## config.mk

```make
export PLATFORM = sky130hd
export DESIGN_NAME = sseg_scan_driver
export DESIGN_NICKNAME = d
export VERILOG_FILES = /design/src/rtl/sseg_scan_driver.sv
export SDC_FILE = /design/constraint.sdc
export NUM_CORES = 1
export LEC_CHECK = 0
export BUFFER_PORTS_ARGS = -buffer_cell sky130_fd_sc_hd__clkbuf_2
export CORE_MARGIN = 2
export CORE_UTILIZATION = 49
export DETAILED_ROUTE_END_ITERATION = 10
export PLACE_DENSITY = 0.69
export SLEW_MARGIN = 20
export SYNTH_ARGS = -nofsm -noshare
export SYNTH_HDL_FRONTEND = slang
export SYNTH_SLANG_ARGS = --single-unit
```

## constraint.sdc

```tcl
create_clock -name clk -period 3.92 [get_ports clk]
set_input_delay 0.196 -clock clk [delete_from_list [all_inputs] [get_ports clk]]
set_output_delay 0.196 -clock clk [all_outputs]
set_load 0.05 [all_outputs]
```

## src/rtl/sseg_scan_driver.sv

```systemverilog
// rtl/sseg_scan_driver.sv - time-multiplexed N-digit common-anode seven-segment driver
// Double-buffered digit load, hex/decimal decode, leading-zero blanking, registered pins.
module sseg_scan_driver #(
  parameter int NUM_DIGITS  = 4,
  parameter int REFRESH_DIV = 100000
) (
  input  logic                    clk,
  input  logic                    reset,
  input  logic [4*NUM_DIGITS-1:0] digits,
  input  logic [NUM_DIGITS-1:0]   dp_in,
  input  logic                    load,
  input  logic                    hex_en,
  input  logic                    blank_lz,
  output logic [NUM_DIGITS-1:0]   an,
  output logic [6:0]              sseg,
  output logic                    dp,
  output logic                    frame_start
);

  localparam int CW = (REFRESH_DIV > 2) ? $clog2(REFRESH_DIV) : 1;
  localparam int IW = (NUM_DIGITS > 2) ? $clog2(NUM_DIGITS) : 1;
  localparam logic [CW-1:0] CNT_MAX = CW'(REFRESH_DIV - 1);
  localparam logic [IW-1:0] IDX_MAX = IW'(NUM_DIGITS - 1);

  logic [CW-1:0]           cnt;
  logic [IW-1:0]           idx;
  logic                    pending;
  logic [4*NUM_DIGITS-1:0] hold_digits;
  logic [4*NUM_DIGITS-1:0] disp_digits;
  logic [NUM_DIGITS-1:0]   hold_dp;
  logic [NUM_DIGITS-1:0]   disp_dp;

  logic                    slot_end;
  logic                    frame_wrap;
  logic [3:0]              code;
  logic                    lz_acc;
  logic [NUM_DIGITS-1:0]   lz_zero;
  logic [6:0]              seg_next;
  logic [NUM_DIGITS-1:0]   an_next;
  logic                    dp_next;

  assign slot_end   = (cnt == CNT_MAX);
  assign frame_wrap = slot_end && (idx == IDX_MAX);

  always_ff @(posedge clk) begin
    if (reset) begin
      cnt         <= '0;
      idx         <= '0;
      pending     <= 1'b0;
      hold_digits <= '0;
      hold_dp     <= '0;
      disp_digits <= '0;
      disp_dp     <= '0;
    end else begin
      cnt <= slot_end ? '0 : cnt + 1'b1;
      if (slot_end) begin
        idx <= (idx == IDX_MAX) ? '0 : idx + 1'b1;
      end
      if (load) begin
        hold_digits <= digits;
        hold_dp     <= dp_in;
      end
      // A load landing on the wrap cycle bypasses the hold buffer entirely.
      if (frame_wrap) begin
        if (load) begin
          disp_digits <= digits;
          disp_dp     <= dp_in;
        end else if (pending) begin
          disp_digits <= hold_digits;
          disp_dp     <= hold_dp;
        end
        pending <= 1'b0;
      end else if (load) begin
        pending <= 1'b1;
      end
    end
  end

  always_comb begin
    code    = disp_digits[{idx, 2'b00} +: 4];
    lz_acc  = 1'b1;
    lz_zero = '0;
    // lz_zero[i]: digit i and all digits above it are zero.
    for (int i = NUM_DIGITS - 1; i >= 0; i--) begin
      lz_acc     = lz_acc & (disp_digits[4*i +: 4] == 4'd0);
      lz_zero[i] = lz_acc;
    end

    seg_next = 7'b1111111;
    case (code)
      4'h0: seg_next = 7'b0000001;
      4'h1: seg_next = 7'b1001111;
      4'h2: seg_next = 7'b0010010;
      4'h3: seg_next = 7'b0000110;
      4'h4: seg_next = 7'b1001100;
      4'h5: seg_next = 7'b0100100;
      4'h6: seg_next = 7'b0100000;
      4'h7: seg_next = 7'b0001111;
      4'h8: seg_next = 7'b0000000;
      4'h9: seg_next = 7'b0001100;
      4'hA: if (hex_en) seg_next = 7'b0001000;
      4'hB: if (hex_en) seg_next = 7'b1100000;
      4'hC: if (hex_en) seg_next = 7'b0110001;
      4'hD: if (hex_en) seg_next = 7'b1000010;
      4'hE: if (hex_en) seg_next = 7'b0110000;
      4'hF: if (hex_en) seg_next = 7'b0111000;
      default: seg_next = 7'b1111111;
    endcase
    if (blank_lz && (idx != '0) && lz_zero[idx]) begin
      seg_next = 7'b1111111;
    end

    // Anodes stay off for the first cycle of each slot to avoid ghosting.
    an_next = '1;
    if (cnt != '0) begin
      an_next[idx] = 1'b0;
    end
    dp_next = ~disp_dp[idx];
  end

  always_ff @(posedge clk) begin
    if (reset) begin
      an          <= '1;
      sseg        <= 7'b1111111;
      dp          <= 1'b1;
      frame_start <= 1'b0;
    end else begin
      an          <= an_next;
      sseg        <= seg_next;
      dp          <= dp_next;
      frame_start <= (cnt == '0) && (idx == '0);
    end
  end

endmodule

```

==> Word-level counts from Yosys, hierarchy flattened <==
Cells that the tools add are included.
{ "word_totals": {"register_bits": 73, "word_cells": 77, "in_bits": 25, "output_inout_bits": 13} }
{ "classes": {"addsub": 2, "shift": 1, "n_bitwise": 6, "eq_ne": 17, "n_lt_le_gt_ge": 2, "reduce_logical": 20, "muxes": 18} }
{ "ops": {"columns": ["cell", "count"], "rows": [
  ["one-hot mux 7 bit (16 select lines)", 1],
  ["equality test 4 bit (second input constant)", 8],
  ["2-to-1 mux 16 bit", 2],
  ["2-to-1 mux 7 bit", 4],
  ["zero test 4 bit", 5],
  ["adder 17 x 1 -> 17 bit (second input constant)", 1],
  ["equality test 17 bit (second input constant)", 1],
  ["zero test 17 bit", 1],
  ["nonzero test 17 bit", 1],
  ["equality test 4 x 3 -> 1 bit (second input constant)", 4],
  ["variable part select 16 x 5 -> 4 bit", 1],
  ["equality test 4 x 2 -> 1 bit (second input constant)", 2],
  ["2-to-1 mux 4 bit", 2],
  ["OR reduction 2 bit", 4],
  ["2-to-1 mux 6 bit", 1],
  ["logical AND 1 bit", 5],
  ["2-to-1 mux 5 bit", 1],
  ["binary-select mux 1 bit (select 2 bit)", 2],
  ["equality test 4 x 1 -> 1 bit (second input constant)", 1],
  ["NOT 4 bit", 1],
  ["nonzero test 2 bit", 2],
  ["AND 1 bit", 3],
  ["less-than comparator 2 x 3 -> 1 bit (second input constant)", 1],
  ["2-to-1 mux 1 bit", 3],
  ["8 further kinds", 9]
]} }

==> Longest topological paths before layout <==
{ "logic_depth": {"ltp_word": 8, "depth_mapped": 7, "depth_no_buf": 7} }

==> Least setup slack after synthesis <==
No wires, ideal clock.
{ "synth_path": {"path_kind": "reg-to-reg", "startpoint": "register idx[0]", "endpoint": "register sseg[5]", "setup_time_ps": 143, "period_less_slack_ps": 1785, "path_slack_ps": 2135, "arrival_time_ps": 1642, "n_path_buf": 2, "t_required_ps": 3777, "stages_incl_launch_ff": 8, "cell_sequence": "dfxtp_1 > buf_4 > mux4_2 > buf_4 > nand2b_1 > o22ai_1 > and2_1 > o31ai_1"} }
{ "synth_via": {"elab_chain_len": 4, "elab_cells_between_ends": 24, "classes_between": "15 x eq/ne; 1 x shift; 3 x mux; 5 x reduce/logical"} }
{ "synth_rtl": {"columns": ["item", "line_no", "rtl"], "rows": [
  ["start: declaration", "26", "logic [IW-1:0] idx;"],
  ["start signal: assignment", "57", "idx <= (idx == IDX_MAX) ? '0 : idx + 1'b1;"],
  ["parallel branches: the longest is 4 deep, another holds variable part select 16 x 5 -> 4 bit", null, null],
  ["end signal: assignment", "129", "sseg <= seg_next;"],
  ["end: declaration", "15", "output logic [6:0] sseg,"]
]} }
Parallel ways; which one is timed is not known. The select of a mux whose other input is x is not followed.
A chain may end at the register's enable or synchronous reset.

==> Final worst setup path <==
{ "layout_path": {"startpoint": "register idx[0]", "endpoint": "register disp_digits[10]"} }
{ "layout_via": {"elab_chain_len": 3} }
{ "layout_rtl": {"columns": ["item", "line_no", "rtl"], "rows": [
  ["equality test 2 bit", "43", "assign frame_wrap = slot_end && (idx == IDX_MAX);"],
  ["logical AND 1 bit", "43", null],
  ["AND reduction 2 bit (no source line)", null, null],
  ["end signal: assignment", "66", "disp_digits <= digits;"],
  ["end signal: assignment", "69", "disp_digits <= hold_digits;"],
  ["end: declaration", "29", "logic [4*NUM_DIGITS-1:0] disp_digits;"]
]} }
Every way passes these cells.

==> metrics.md <==
| Metric | Value |
|---|---|
| Clk buf depth | `2` |
| Hold buffers post-CTS | `0` |
| Total I/O pin count | `38` |
| TritonCTS clock tree | `done` |
| Leading post-synthesis cells by cell area | `dfxtp_1 48%, nor2_1 8.1%, mux2i_1 6.9%` |
| Final Hold Viols | `0` |
| Leakage | `about 1.3 nW` |
| Die area | `approximately 6900 um^2` |
| Unrepaired setup endpoints after global routing | `false` |
| PortBufs | `37` |
| CP required | `between 4 and 5 ns` |
| Die width | `roughly 83 um` |
| Antenna-violating nets left | `0` |
| Total number of vias | `~2300` |
| TNS Setup | `0 ns` |
| Ys async rst share | `0` |
| Final setup viols | `0` |
| CTS Sinks | `73` |
| Share of post-route cells with drive strength above 1 | `0.175` |
| Synth unique cells | `between 40 and 50` |
| Worst hold margin | `0.107 ns` |
| Worst setup SP type | `flop` |
| TritonCTS Buffers | `9` |
| CP endpoint kind | `flop` |
| First-pass GRT wire length | `roughly 9500 um` |
| Post-route DRC | `0` |
| Initial drt markers | `66` |
| Multiplexer area fraction after synthesis | `0.105` |
| Clock Skews | `about 0.0061 ns` |
| Largest family of logic cells by synthesized area | `simple AND/OR/NAND/NOR gates` |
| Final nets | `between 300 and 400` |
| MaxCap Viol Count | `0` |
| Count leader, synth | `dfxtp_1` |
| Slew @ Worst Pin | `0.912 ns` |
| Adder-Cell Fraction of Synth Area | `0.0245` |
| Period utilisation layout | `0.535` |
| Area grow syn2layout | `12.1%` |
| Number of fill cells | `approximately 550` |
| Maximum VDD drop | `about 0.00030 V` |
| Worst-path clk slew | `about 0.07 ns` |
| Area occupied by multi-input gates | `roughly 1500 um^2` |
| Final cell count without fillers | `between 400 and 500` |
| Hold crit path type | `input port to flop` |
| Max Clk Rate | `between 0.4 and 0.5 GHz` |
| Setup Crit Path Kind | `flop to flop` |
| Final GP Congestion | `0.888` |
| Slew Viols, Final | `0` |
| Post-synth top flop | `dfxtp_1` |
| DRT Pass-1 Iters | `4` |
| Congestion Overflow GR | `0` |
| Inserted Diodes | `0` |
| CTS H-Tree Depth | `3` |
| Total setup buffers inserted after CTS | `0` |
| Vias in the first global route | `approximately 2100` |
| Post-synthesis xor/xnor area fraction | `0.0429` |
| Largest net degree at the start of global routing | `50` |
| Vias per Instance | `~5.3` |
| Die Ht | `around 83 um` |
| Crit path max fanout | `40` |
| Placed Cells | `420` |
| Final total power | `0.00138 W` |
| CTS root buffer | `clkbuf_8` |
| Syn nets | `around 360` |
| Initial antenna violation count | `0` |
| Core area | `approximately 6000 um^2` |
| Post-synth top area share | `0.477` |
| Total GRT Usage | `0.172` |
| Critical path arrival | `2.35 ns` |
| Compound-Gate Fraction of Synth Area | `0.0996` |
| Minimum clock period | `around 2.1 ns` |
| Cell row count | `28` |
| Worst-skew pair later-pin latency | `around 0.35 ns` |
| Synth area leader | `dfxtp_1` |
| Status | `finished clean` |
| Number of synthesized register bits | `73` |
| Starting Density | `0.511` |
| Post-Synth Simple-Gate Area | `0.205` |
| Synth Warn # | `0` |
| Synth top cells by count | `73 x dfxtp_1, 66 x nor2_1, 21 x a211oi_1, 21 x mux2i_1, 18 x nand2_1` |
| Mapped Cells | `roughly 330` |
| Sequential-to-total area share from yosys stat | `0.477` |
| Post-synth EDFFs | `0` |
| Power per cell area | `402 nW/um^2` |
| PostCTS Resize Cnt | `0` |
| HPWL Detailed | `around 3900 um` |
| Worst slew margin | `0.392` |
| Synth Area per Inst | `9.37 um^2` |
| FF/Latch Area | `approximately 1500 um^2` |
| Wire per inst | `12.7 um` |
| WL final | `approximately 5500 um` |
| Synth Cell Area | `3060 um^2` |
[worst max-delay path, cell delays in order (launching register included)]
cell	delay (ns)
dfxtp_1	0.63
ha_1	0.33
o21ai_0	0.17
nor4_4	0.18
buf_4	0.38
nor2_1	0.08
a211oi_1	0.22
[metal layers]
layer,global-route usage,share of wire,up-vias
li1,-,-,1193
met1,0.210,0.49,1053
met2,0.268,0.45,37
met3,0.0567,0.041,12
met4,0.0939,0.023,0
met5,0,0,-
[power by group]
part / internal [W] / leakage [nW] / switching (W)
clock network: 0.000261 / 0.0932 / 0.000258
registers: 0.000762 / 0.596 / 0.00000760
logic: 0.0000337 / 0.657 / 0.0000594
[per-stage QoR]
step | area [um^2] | utilization | setup slack [ns]
2_1_floorplan | 3060 | - | 2.13
3_3_place_gp | 3260 | 0.544 | 1.89
3_5_place_dp | 3260 | 0.544 | 1.82
4_1_cts | 3430 | 0.573 | 1.76
5_1_grt | 3430 | 0.573 | 1.56
6_report | 3430 | 0.573 | 1.82
[registers in the layout, summed over array words and instances (netlist names)]
signal	count
hold_digits	16
hold_dp	4
cnt	17
an	4
disp_digits	16
idx	2
dp	1
pending	1
sseg	7
disp_dp	4
frame_start	1
[layout by cell type (no fill, tap or decap), types with 2 or more instances in the layout]
cell	Yosys	final
nor4_1	4	4
clkbuf_1	9	2
mux4_2	5	5
xor2_1	6	6
and3_1	4	4
nand2b_1	5	5
xnor2_1	9	9
clkinv_2	0	3
inv_1	11	11
nand3_1	9	9
a21oi_1	7	7
o31ai_1	2	2
clkbuf_8	0	11
a211oi_1	21	21
nor2_1	66	66
nand2_1	18	18
dfxtp_1	73	73
mux2i_1	21	21
o22ai_1	4	4
o21ai_0	5	5
ha_1	6	6
clkbuf_2	0	37
and2_1	3	3
nor3_1	5	5
nand4_1	4	4
[worst paths after layout]
path	from	to	slack [ns]	cells past startpoint
worst min-delay path	digits[1]	hold_digits[1]	0.11	3
worst max-delay path	idx[0]	disp_digits[10]	1.82	6
worst max register to register	idx[0]	disp_digits[10]	1.82	6
worst min register to register	pending	pending	0.49	2
[layout make-up]
| type | count | share of cell area |
|---|---|---|
| Inverter | 11 | 0.0120 |
| Sequential cell | 73 | 0.426 |
| Multi-Input combinational cell | 223 | 0.428 |
| Tap cell | 75 | 0.0273 |
| Timing Repair Buffer | 38 | 0.0561 |
| Clock buffer | 13 | 0.0463 |
| Clock inverter | 3 | 0.00437 |
[logic make-up (layout without fill, tap and decap cells)]
kind of cell               count (synthesis)  after routing
muxes                                     26             26
and+or+nand+nor                          131            131
AOI/OAI and AO/OA                         45             45
buffers and inverters                     31             65
xor gates and xnor gates                  15             15
DFF                                       73             73
adders and majority gates                  6              6
Power figures use the tool's default switching activity.
